<file path="config.mk">
export PLATFORM = sky130hd
export DESIGN_NAME = video_timing_gen
export DESIGN_NICKNAME = d
export VERILOG_FILES = /design/src/rtl/video_timing_pkg.sv /design/src/rtl/video_timing_gen_timing_axis.sv /design/src/rtl/video_timing_gen.sv
export SDC_FILE = /design/constraint.sdc
export NUM_CORES = 1
export LEC_CHECK = 0
export BUFFER_PORTS_ARGS = -buffer_cell sky130_fd_sc_hd__buf_2
export CAP_MARGIN = 15
export CORE_AREA = 2 2 83 85
export CTS_CLUSTER_SIZE = 14
export DETAILED_ROUTE_END_ITERATION = 7
export DIE_AREA = 0 0 85 87
export PLACE_DENSITY_LB_ADDON = 0.1
export SYNTH_ARGS = -nofsm -noshare
export SYNTH_HDL_FRONTEND = slang
export SYNTH_SLANG_ARGS = --single-unit
export TNS_END_PERCENT = 50
</file>
<file path="constraint.sdc">
create_clock -name clk -period 3.14 [get_ports clk]
set_clock_uncertainty 0.05 [all_clocks]
set_input_delay 0.157 -clock clk [delete_from_list [all_inputs] [get_ports clk]]
set_output_delay 0.157 -clock clk [all_outputs]
set_load 0.05 [all_outputs]
</file>
<file path="src/rtl/video_timing_pkg.sv">
// Shared raster-timing types and defaults for the video_timing_gen / addr_ctrl path.
// Phase enum, total-length helper and the 720p constants.
package video_timing_pkg;

  typedef enum logic [1:0] {PH_ACT, PH_FP, PH_SYNC, PH_BP} phase_t;

  localparam int unsigned DEF_ADDR_W   = 11;
  localparam int unsigned DEF_H_ACTIVE = 1280;
  localparam int unsigned DEF_H_FP     = 110;
  localparam int unsigned DEF_H_SYNC   = 40;
  localparam int unsigned DEF_H_BP     = 220;
  localparam int unsigned DEF_V_ACTIVE = 720;
  localparam int unsigned DEF_V_FP     = 5;
  localparam int unsigned DEF_V_SYNC   = 5;
  localparam int unsigned DEF_V_BP     = 20;

  function automatic int unsigned axis_total(input int unsigned active, input int unsigned fp,
                                             input int unsigned sync, input int unsigned bp);
    return active + fp + sync + bp;
  endfunction

endpackage

</file>
<file path="src/rtl/video_timing_gen_timing_axis.sv">
// One raster axis: a free-running counter plus its ACT/FP/SYNC/BP phase FSM.
// Latency: phase and count update on the step edge; step=0 holds everything.
module timing_axis
  import video_timing_pkg::*;
#(
  parameter int unsigned ACTIVE = 4,
  parameter int unsigned FP     = 1,
  parameter int unsigned SYNC   = 1,
  parameter int unsigned BP     = 2,
  parameter int unsigned CNT_W  = 12
) (
  input  logic             clk,
  input  logic             rst,
  input  logic             step,
  output logic [CNT_W-1:0] cnt,
  output phase_t           phase,
  output logic             wrap
);

  localparam int unsigned TOTAL = axis_total(ACTIVE, FP, SYNC, BP);
  localparam logic [CNT_W-1:0] END_ACT  = CNT_W'(ACTIVE - 1);
  localparam logic [CNT_W-1:0] END_FP   = CNT_W'(ACTIVE + FP - 1);
  localparam logic [CNT_W-1:0] END_SYNC = CNT_W'(ACTIVE + FP + SYNC - 1);
  localparam logic [CNT_W-1:0] END_BP   = CNT_W'(TOTAL - 1);

  phase_t phase_nxt;

  assign wrap = step && (cnt == END_BP);

  always_ff @(posedge clk) begin
    if (rst) begin
      cnt   <= '0;
      phase <= PH_ACT;
    end else if (step) begin
      cnt   <= wrap ? '0 : cnt + 1'b1;
      phase <= phase_nxt;
    end
  end

  // Each phase ends on the last count of its interval; BP ends exactly on the wrap.
  always_comb begin
    phase_nxt = phase;
    case (phase)
      PH_ACT:  if (cnt == END_ACT)  phase_nxt = PH_FP;
      PH_FP:   if (cnt == END_FP)   phase_nxt = PH_SYNC;
      PH_SYNC: if (cnt == END_SYNC) phase_nxt = PH_BP;
      PH_BP:   if (cnt == END_BP)   phase_nxt = PH_ACT;
      default: phase_nxt = PH_ACT;
    endcase
  end

endmodule

</file>
<file path="src/rtl/video_timing_gen.sv">
// Transmit-side raster timing: hsync/vsync/de, coordinates and line/frame strobes.
// Latency: registered, one cycle; en=0 freezes timing and masks de and strobes.
module video_timing_gen
  import video_timing_pkg::*;
#(
  parameter int unsigned ADDR_W   = DEF_ADDR_W,
  parameter int unsigned H_ACTIVE = DEF_H_ACTIVE,
  parameter int unsigned H_FP     = DEF_H_FP,
  parameter int unsigned H_SYNC   = DEF_H_SYNC,
  parameter int unsigned H_BP     = DEF_H_BP,
  parameter int unsigned V_ACTIVE = DEF_V_ACTIVE,
  parameter int unsigned V_FP     = DEF_V_FP,
  parameter int unsigned V_SYNC   = DEF_V_SYNC,
  parameter int unsigned V_BP     = DEF_V_BP,
  parameter logic        HS_POL   = 1'b1,
  parameter logic        VS_POL   = 1'b1
) (
  input  logic              clk,
  input  logic              rst,
  input  logic              en,
  output logic              hsync,
  output logic              vsync,
  output logic              de,
  output logic [ADDR_W-1:0] x,
  output logic [ADDR_W-1:0] y,
  output logic              line_start,
  output logic              frame_start
);

  localparam int unsigned CNT_W   = ADDR_W + 1;
  localparam int unsigned H_TOTAL = axis_total(H_ACTIVE, H_FP, H_SYNC, H_BP);
  localparam int unsigned V_TOTAL = axis_total(V_ACTIVE, V_FP, V_SYNC, V_BP);

  if (H_ACTIVE == 0 || H_FP == 0 || H_SYNC == 0 || H_BP == 0 ||
      V_ACTIVE == 0 || V_FP == 0 || V_SYNC == 0 || V_BP == 0) begin : g_zero_param
    $error("video_timing_gen: timing parameters must be non-zero");
  end
  if (H_TOTAL > (1 << CNT_W) || V_TOTAL > (1 << CNT_W)) begin : g_total_fit
    $error("video_timing_gen: H_TOTAL/V_TOTAL do not fit the counter width");
  end
  if (H_ACTIVE > (1 << ADDR_W) || V_ACTIVE > (1 << ADDR_W)) begin : g_coord_fit
    $error("video_timing_gen: active area does not fit ADDR_W coordinates");
  end

  logic [CNT_W-1:0] h_cnt, v_cnt;
  phase_t           h_phase, v_phase;
  logic             h_wrap, v_wrap;
  logic             de_nxt;
  logic             unused_bits;

  timing_axis #(.ACTIVE(H_ACTIVE), .FP(H_FP), .SYNC(H_SYNC), .BP(H_BP), .CNT_W(CNT_W)) u_h_axis (
    .clk(clk), .rst(rst), .step(en), .cnt(h_cnt), .phase(h_phase), .wrap(h_wrap)
  );

  // h_wrap already carries en, so the vertical axis steps once per completed line.
  timing_axis #(.ACTIVE(V_ACTIVE), .FP(V_FP), .SYNC(V_SYNC), .BP(V_BP), .CNT_W(CNT_W)) u_v_axis (
    .clk(clk), .rst(rst), .step(h_wrap), .cnt(v_cnt), .phase(v_phase), .wrap(v_wrap)
  );

  assign de_nxt      = (h_phase == PH_ACT) && (v_phase == PH_ACT);
  assign unused_bits = &{1'b0, v_wrap, h_cnt[ADDR_W], v_cnt[ADDR_W]};

  always_ff @(posedge clk) begin
    if (rst) begin
      hsync       <= ~HS_POL;
      vsync       <= ~VS_POL;
      de          <= 1'b0;
      x           <= '0;
      y           <= '0;
      line_start  <= 1'b0;
      frame_start <= 1'b0;
    end else if (en) begin
      hsync       <= (h_phase == PH_SYNC) ? HS_POL : ~HS_POL;
      vsync       <= (v_phase == PH_SYNC) ? VS_POL : ~VS_POL;
      de          <= de_nxt;
      x           <= de_nxt ? h_cnt[ADDR_W-1:0] : '0;
      y           <= de_nxt ? v_cnt[ADDR_W-1:0] : '0;
      line_start  <= de_nxt && (h_cnt == '0);
      frame_start <= de_nxt && (h_cnt == '0) && (v_cnt == '0);
    end else begin
      de          <= 1'b0;
      line_start  <= 1'b0;
      frame_start <= 1'b0;
    end
  end

endmodule

</file>
==> results of run 1 <==
==> synthesized netlist by cell type, types with 3 or more instances <==
master	number
nand4b_1	3
nor4b_1	3
nor3_1	12
nand2b_1	4
a22o_1	18
inv_1	13
a21oi_1	9
clkbuf_1	12
nand3_1	5
nor4_1	3
xor2_1	4
dfxtp_1	55
o21ai_0	3
or3_1	3
nand2_1	23
nand4_1	11
mux2i_1	4
ha_1	14
nor2_1	28
o41ai_1	3
xnor2_1	15
==> metrics by stage <==
| step | hold WS (ns) | utilization (%) | std cells | area [um2] | setup slack (ns) |
|---|---|---|---|---|---|
| floorplan | 0.180 | - | 272 | 2530 | 0.879 |
| global placement | 0.399 | 41.6 | 369 | 2740 | 0.645 |
| detailed placement | 0.402 | 41.6 | 369 | 2740 | 0.583 |
| CTS | 0.133 | 43.1 | 377 | 2830 | 0.556 |
| global route | 0.155 | 43.1 | 377 | 2830 | 0.411 |
| finish | 0.132 | 43.1 | 377 | 2830 | 0.579 |
==> how the worst max path moves through the flow <==
stage | cells after the start | end
2_1_floorplan | 6 | u_v_axis.phase[1]
3_3_place_gp | 6 | u_v_axis.phase[1]
3_5_place_dp | 6 | u_v_axis.phase[1]
4_1_cts | 6 | u_v_axis.phase[1]
5_1_grt | 6 | u_v_axis.phase[1]
6_report | 6 | u_v_axis.phase[1]
==> area by class of cell <==
| class | instances | share of cell area, % |
|---|---|---|
| Sequential cell | 55 | 38.9 |
| Clock buffer | 5 | 2.43 |
| Timing Repair Buffer | 34 | 6.45 |
| Tap cell | 80 | 3.54 |
| Clock inverter | 3 | 0.972 |
| Inverter | 13 | 1.72 |
| Multi-Input combinational cell | 187 | 46.0 |
==> state kept, by name, summed over array words and instances, names as in the netlist <==
| register | flops |
|---|---|
| frame_start | 1 |
| u_h_axis.phase | 2 |
| u_v_axis.phase | 2 |
| line_start | 1 |
| x | 11 |
| u_v_axis.cnt | 12 |
| y | 11 |
| hsync | 1 |
| u_h_axis.cnt | 12 |
| vsync | 1 |
| de | 1 |
==> metal layers <==
layer	track usage, %	part of all wire, %	up-vias
met5	0	0	-
met4	3.61	0.48	0
met3	3.13	3.4	2
met2	26.9	51	26
met1	19.2	45	930
li1	-	-	1008
==> kinds of logic (layout without fill, tap and decap cells) <==
logic type               after synthesis  count (layout)  synth area share [%]
buffers and inverters                 30              55                  5.15
AO/OA/AOI/OAI                         42              42                  13.7
XOR/XNOR                              19              19                  6.58
flip-flops                            55              55                  43.5
AND/OR/NAND/NOR                      108             108                  22.6
multiplexers                           4               4                  1.58
adder cells (fa/ha/maj)               14              14                  6.93
==> power by group through the flow <==
stage                     registers [W]   logic, W  clock network (W)
after floorplan                0.000740  0.0000307                  0
after global placement         0.000726  0.0000648                  0
after detailed placement       0.000726  0.0000646                  0
after CTS                      0.000710  0.0000648           0.000434
after global routing           0.000710  0.0000699           0.000454
final                          0.000710  0.0000635           0.000415
==> impl_results.md, run 1 <==
* FF-to-FF path depth at 6
* Die area at 7400 um2
* # hold bufs at CTS at 0
* Min-delay src: rst
* Hold Path Depth at 2
* Synthesized Nets at 289
* H-Tree Depth at 2
* Clk sinks at 55
* Clk pwr share at 34.9%
* Die W at 85 um
* Leak at 1.07 nW
* Vias per Instance at 5.21
* Worst Hold Path EP: vsync
* DRC at 0
* CTS Buf Count at 5
* Initial Util at 38.5%
* Area leader, netlist: dfxtp_1
* Clk Latency, worst-skew pair at approximately 0.31 ns
* Crit path time final at 2.56 ns
* Critical-path cell list: ha_1 -> nand4b_1 -> or4_1 -> a2111o_1 -> o21ai_0 -> a21oi_1
* Net switching power figure at roughly 0.0003 W
* Grt total ovfl at 0
* CTS resizes at 0
* Register area share after synthesis at between 40% and 50%
* Total track usage at 15.3%
* Pint at around 0.00089 W
* CP Data Arrival Time at 2.71 ns
* Final hold viol count at 0
* Most frequent cells in the layout: 55 x dfxtp_1, 29 x buf_2, 28 x nor2_1
* Commonest non-fill, non-tap cell in the layout: dfxtp_1
* RR Endpoint: u_v_axis.phase[1]
* Detailed Route Iter0 Violations at 96
* Total Power at 0.00119 W
* Seq. cell area at 1100 um2
* Synthesized area at 2530 um2
* RR Startpoint: u_h_axis.cnt[0]
* Synth cell types at between 40 and 50
* Comb pwr share at 5.3%
* CP Buf/Inv Count at 0
* CTS tree: done
* Setup Fix Bufs, Post-CTS at 0
* Top_reg_cell synth: dfxtp_1
* CP top delay family: simple AND/OR/NAND/NOR gates
* Worst setup EP type: flop
* # diodes at 0
* Vias in the first global route at 1864
* Fin crit share at approximately four fifths
* Cell Pwr Density at 420 nW/um2
* Global-route wire length before repair at 9160 um
* Slowest CP cell: or4_1
* Actual slew at the worst max-slew pin at 0.598 ns
* Yosys reg bits at 55
* Largest net degree at the start of global routing at 21
* HP Class: primary input to flop
* Drt pass-1 iters at 4
* CP startpoint: u_h_axis.cnt[0]
* Yosys warning count at 0
* Worst stage delay on the critical path at 0.84 ns
* Switching share of power at 25.4%
* Rel. slew slack at 60.2%
* CP Launch Type: flop
* Synth top area cells: dfxtp_1 44%, ha_1 6.9%, a22o_1 6.2%, xnor2_1 5.2%, nor2_1 4.2%
* Ys async rst share at 0%
* Final net count at roughly 310
* Sequential Power Share at between 50% and 60%
* Fillers at 666
* Layout cells sized above 1 at 16.5%
* Post-synth EDFFs at 0
* Cell count after synthesis at 272
* RSZ-0062 raised after global routing: false
* DRT Wirelength at 5580 um
* Average size of a mapped cell at 9.30 um2
* Reg2Reg Setup Slack at a little under 0.6 ns
* DRT antenna net count at 0
* Initial antenna violation count at 0
* Peak Freq at about 0.4 GHz
* Peak VDD IR at between 0.2 and 0.3 mV
* I/O Pins at 30
* Core box area at 6570 um2
* Area Overhead vs Synth at 12.0%
* Area of the multi-input gates at around 1300 um2
* Via Count at between 1500 and 2000
* Status: complete, no violations
* Yosys top cell area share at 43.5%
* Average wire per standard cell at 14.8 um
* I/O Buffers at 29
* Die H at 87 um
* Clock Pin Slew Worst Setup and Hold Paths at 0.10 ns
* Setup TNS at 0 ns
* # setup viols final at 0
* HPWL after DPL at ~4000 um
* MaxCap Viol Count at 0
* Max Slew Vio Count at 0
* CP required at 3.29 ns
* Gpl congestion at 0.770
* Critical path type: flop to flop
* Rows at 30
* Clock buffer depth at 2
* Root Driver: clkbuf_8
* CP max FO at 16
(Power assumes the default switching activity.)
==> inputs of run 2 (changes only) <==
==> constraint.sdc (replaced) <==
create_clock -name clk -period 2.59 [get_ports clk]
set_clock_uncertainty 0.05 [all_clocks]
set_input_delay 0.1295 -clock clk [delete_from_list [all_inputs] [get_ports clk]]
set_output_delay 0.1295 -clock clk [all_outputs]
set_load 0.05 [all_outputs]
==> impl_results.md, run 2 (synthesis gave the netlist of run 1 again) <==
* Status: complete, no violations
* Core box area at 6570 um2
* Met1 Track Usage GR at a little under a fifth
* Grt total ovfl at 0
* Final net count at 326
* # diodes at 0
* Crit path time final at 2.39 ns
* HP Class: primary input to flop
* I/O Pins at 30
* # hold bufs at CTS at 0
* RSZ-0062 raised after global routing: false
* Peak VDD IR at 0.264 mV
* Cell Pwr Density at between 400 and 500 nW/um2
* Detailed Route Iter0 Violations at 75
* CP required at around 2.8 ns
* Clk pwr share at 34.9%
* Rows at 30
* Die H at approximately 87 um
* Average wire per standard cell at 14.6 um
* Global routing's busiest layer: met2
* HPWL after DPL at 4190 um
* Initial antenna violation count at 0
* Critical path type: flop to flop
* Peak Freq at 0.418 GHz
* Die W at 85 um
* Clk sinks at 55
* Vias per Instance at slightly above 5
* Net switching power figure at 0.000370 W
* Comb pwr share at 5.9%
* CTS Buf Count at 5
* CP Launch Type: flop
* Clock Pin Slew Worst Setup and Hold Paths at 0.11 ns
* Worst setup EP type: flop
* CP Data Arrival Time at between 2 and 3 ns
* Vias in the first global route at 1944
* Fin crit share at 92.3%
* DRC at 0
* Gpl congestion at 0.823
* Met2 Use GR at between 20 and 30%
* Pint at 0.00108 W
* Largest net degree at the start of global routing at 20
* Root Driver: clkbuf_8
* CTS resizes at 0
* GR Util met3 at under 10%
* Global-route wire length before repair at 9290 um
* Total track usage at between 10% and 20%
* Switching share of power at 25.5%
* Via Count at 2026
* Clock buffer depth at 2
* Die area at 7400 um2
* Setup TNS at 0 ns
* Final hold viol count at 0
* Max Slew Vio Count at 0
* CTS tree: done
* Most frequent cells in the layout: 55 x dfxtp_1, 29 x buf_2, 28 x nor2_1
* MaxCap Viol Count at 0
* I/O Buffers at 29
* CP max FO at 11
* Clk Latency, worst-skew pair at 0.31 ns
* DRT antenna net count at 0
* Leak at 1.14 nW
* Rel. slew slack at 65.2%
* Setup Fix Bufs, Post-CTS at 0
* Initial Util at 38.5%
* Drt pass-1 iters at 4
* Commonest non-fill, non-tap cell in the layout: dfxtp_1
* H-Tree Depth at 2
* # setup viols final at 0
* Actual slew at the worst max-slew pin at ~0.52 ns
* Largest regs: u_h_axis.cnt: 12 flops, u_v_axis.cnt: 12 flops
* Sequential Power Share at a little under 60%
* Worst hold slack at 0.103 ns
* DRT Wirelength at between 5000 and 6000 um
* Area Overhead vs Synth at 16.0%
* Layout cells sized above 1 at 20.3%
## run 2: cell types whose count changed in the layout (fill, tap and decap cells not counted)
cell / change
buf_4: +13
or4_1: -1
or4_4: +1
## run 2: area by class of cell
| cell class | count | area (um2) |
|---|---|---|
| clock buffer | 5 | 68.8 |
| clock inverter | 3 | 27.5 |
| fill | 663 | 3640 |
| inverter | 13 | 48.8 |
| multi-input combinational | 187 | 1310 |
| sequential | 55 | 1100 |
| tap | 80 | 100 |
| timing repair buffer | 47 | 280 |
## run 2: critical path, stage by stage, from the launching register on
cell and delay (ns):
dfxtp_1 0.36, inv_1 0.11, ha_1 0.18, nand4b_1 0.18
or4_4 0.62, buf_4 0.21, nor4b_1 0.38, xnor2_1 0.16
nor2_1 0.05
## run 2: metrics by stage
step | worst slack, ns | power [W] | utilization, % | cells | instance area [um2]
floorplan | 0.329 | 0.000934 | - | 272 | 2530
global placement | 0.212 | 0.000962 | 43.1 | 382 | 2830
detailed placement | 0.0976 | 0.000963 | 43.1 | 382 | 2830
CTS | 0.0828 | 0.00146 | 44.6 | 390 | 2930
global route | 0.0762 | 0.00151 | 44.6 | 390 | 2930
finish | 0.200 | 0.00145 | 44.6 | 390 | 2930
## run 2: metal layers
layer / share of wire, % / wire (um) / vias to the layer above
met5: 0 / 0 / -
met4: 1.1 / 64 / 0
met3: 1.9 / 108 / 6
met2: 52 / 2950 / 15
met1: 45 / 2570 / 969
li1: - / - / 1036
## run 2: worst paths after layout
check	start	endpoint	slack [ns]	cells after the start
max	u_h_axis.cnt[1]	u_v_axis.cnt[11]	0.20	8
min	rst	hsync	0.10	2
max reg2reg	u_h_axis.cnt[1]	u_v_axis.cnt[11]	0.20	8
min reg2reg	y[5]	y[5]	0.42	2
## run 2: power groups by stage
| stage | combinational (W) | clock (W) | sequential [W] |
|---|---|---|---|
| after floorplan | 0.0000373 | 0 | 0.000897 |
| after CTS | 0.0000859 | 0.000517 | 0.000858 |
| after global routing | 0.0000920 | 0.000555 | 0.000859 |
| after global placement | 0.0000852 | 0 | 0.000877 |
| final | 0.0000849 | 0.000506 | 0.000858 |
| after detailed placement | 0.0000855 | 0 | 0.000877 |
==> inputs of run 3 (changes only) <==
==> constraint.sdc (replaced) <==
create_clock -name clk -period 3 [get_ports clk]
set_clock_uncertainty 0.05 [all_clocks]
set_input_delay 0.15 -clock clk [delete_from_list [all_inputs] [get_ports clk]]
set_output_delay 0.15 -clock clk [all_outputs]
set_load 0.05 [all_outputs]
==> impl_results.md, run 3 (synthesis gave the netlist of run 1 again) <==
* Final Core Density at 43.1%
* # diodes at 0
* CP Launch Type: flop
* Actual slew at the worst max-slew pin at between 0.5 and 0.6 ns
* Fillers at about 660
* Vias in the first global route at 1912
* I/O Buffers at 29
* Grt total ovfl at 0
* Rows at 30
* Die H at 87 um
* Switching share of power at 25.3%
* Final net count at ~310
* Commonest non-fill, non-tap cell in the layout: dfxtp_1
* Dpl cells at about 370
* Non-filler cells, final at 377
* Net switching power figure at 0.000313 W
* MaxCap Viol Count at 0
* Final hold viol count at 0
* Final instance area at 2830 um2
* CTS resizes at 0
* Drt pass-1 iters at 4
* Worst setup margin at 0.475 ns
* CP Buf/Inv Count at 0
* RSZ-0062 raised after global routing: false
* Via Count at 1996
* Crit path time final at 2.53 ns
* Peak VDD IR at 0.308 mV
* CTS Buf Count at 5
* Clock Pin Slew Worst Setup and Hold Paths at 0.11 ns
* RR Endpoint: u_v_axis.phase[1]
* Clk sinks at 55
* Peak Freq at 0.396 GHz
* Initial Util at 38.5%
* Reg2Reg Setup Slack at 0.47 ns
* # hold bufs at CTS at 0
* RR Startpoint: u_h_axis.cnt[0]
* Detailed Route Iter0 Violations at 92
* CP top delay family: simple AND/OR/NAND/NOR gates
* Fin crit share at 84.2%
* Slowest CP cell: or4_1
* Largest regs: u_h_axis.cnt: 12 flops, u_v_axis.cnt: 12 flops
* Vias per Instance at 5.29
* Cell Pwr Density at 437 nW/um2
* Comb pwr share at about 5.4%
* Layout cells sized above 1 at 16.5%
* Setup WS pre-CTS at 0.487 ns
* Min-delay src: rst
* Hold Path Depth at 2
* Pint at a little over 0.0009 W
* Area Overhead vs Synth at 11.9%
* FF-to-FF path depth at 6
* HPWL after DPL at slightly below 4000 um
* CP max FO at 16
* Setup TNS at 0 ns
* Clk Latency, worst-skew pair at 0.32 ns
* Initial antenna violation count at 0
* Most frequent cells in the layout: 55 x dfxtp_1, 29 x buf_2, 28 x nor2_1
* CP required at 3.16 ns
* Sequential Power Share at 60.0%
* Critical-path cell list: ha_1 -> nand4b_1 -> or4_1 -> a2111o_1 -> o21ai_0 -> a21oi_1
* I/O Pins at 30
* Die area at 7400 um2
* Rel. slew slack at 60.1%
* Global-route wire length before repair at 9190 um
* Max Slew Vio Count at 0
* DRT antenna net count at 0
* Status: complete, no violations
* Worst setup EP type: flop
* # setup viols final at 0
* Die W at 85 um
* Average wire per standard cell at 14.6 um
* Total track usage at approximately 15%
* H-Tree Depth at 2
* Worst stage delay on the critical path at 0.84 ns
* CTS tree: done
* Setup Fix Bufs, Post-CTS at 0
* CP Data Arrival Time at 2.68 ns
* DRC at 0
* DRT Wirelength at between 5000 and 6000 um
* Worst Hold Path EP: vsync
* Core box area at 6570 um2
* Clock buffer depth at 2
* Leak at 1.07 nW
* Root Driver: clkbuf_8
* Cell Area, Placed at 2740 um2
* Critical path type: flop to flop
* HP Class: primary input to flop
* Largest net degree at the start of global routing at 21
* Clk pwr share at 34.6%
* Gpl congestion at 0.797
[run 3: cell types whose count changed in the layout (fill, tap and decap cells not counted), sizes merged]
| cell | before | now |
|---|---|---|
| inv | 14 | 13 |
| clkinv | 1 | 2 |
| buf | 47 | 34 |
[run 3: worst register-to-register path, cell delays in order (launching register included)]
cell      delay (ns)
dfxtp_1         0.44
ha_1            0.21
nand4b_1        0.14
or4_1           0.84
a2111o_1        0.50
o21ai_0         0.16
a21oi_1         0.08
[run 3: layer usage]
layer,global-route usage (%),share of wire (%)
met2,26.6,50
met5,0,0
met4,5.48,1.1
met3,2.94,2.1
met1,19.3,47
[run 3: worst max-delay path by stage]
stage	from	end	slack, ns	cells past startpoint
floorplan	u_v_axis.cnt[4]	u_v_axis.phase[1]	0.74	6
global placement	u_h_axis.cnt[0]	u_v_axis.phase[1]	0.50	6
detailed placement	u_h_axis.cnt[0]	u_v_axis.phase[1]	0.49	6
CTS	u_h_axis.cnt[0]	u_v_axis.phase[1]	0.47	6
global route	u_h_axis.cnt[0]	u_v_axis.phase[0]	0.32	6
finish	u_h_axis.cnt[0]	u_v_axis.phase[1]	0.47	6
[run 3: through the flow]
step / hold WS (ns) / power (W)
2_1_floorplan: 0.173 / 0.000806
3_3_place_gp: 0.398 / 0.000827
3_5_place_dp: 0.400 / 0.000826
4_1_cts: 0.121 / 0.00125
5_1_grt: 0.145 / 0.00128
6_report: 0.122 / 0.00124
[run 3: power groups by stage]
stage | logic (W) | registers, W | clock network (W)
CTS | 0.0000673 | 0.000743 | 0.000442
global route | 0.0000727 | 0.000744 | 0.000464
global placement | 0.0000673 | 0.000759 | 0
floorplan | 0.0000322 | 0.000774 | 0
detailed placement | 0.0000670 | 0.000759 | 0
finish | 0.0000664 | 0.000743 | 0.000428
[run 3: area by class of cell]
class / count / area [um2] / share of cell area, %
Multi-Input combinational cell: 187 / 1300 / 46.0
Sequential cell: 55 / 1100 / 38.9
Timing Repair Buffer: 34 / 183 / 6.46
Tap cell: 80 / 100 / 3.54
Clock buffer: 5 / 68.8 / 2.43
Inverter: 13 / 48.8 / 1.72
Clock inverter: 3 / 25.0 / 0.885
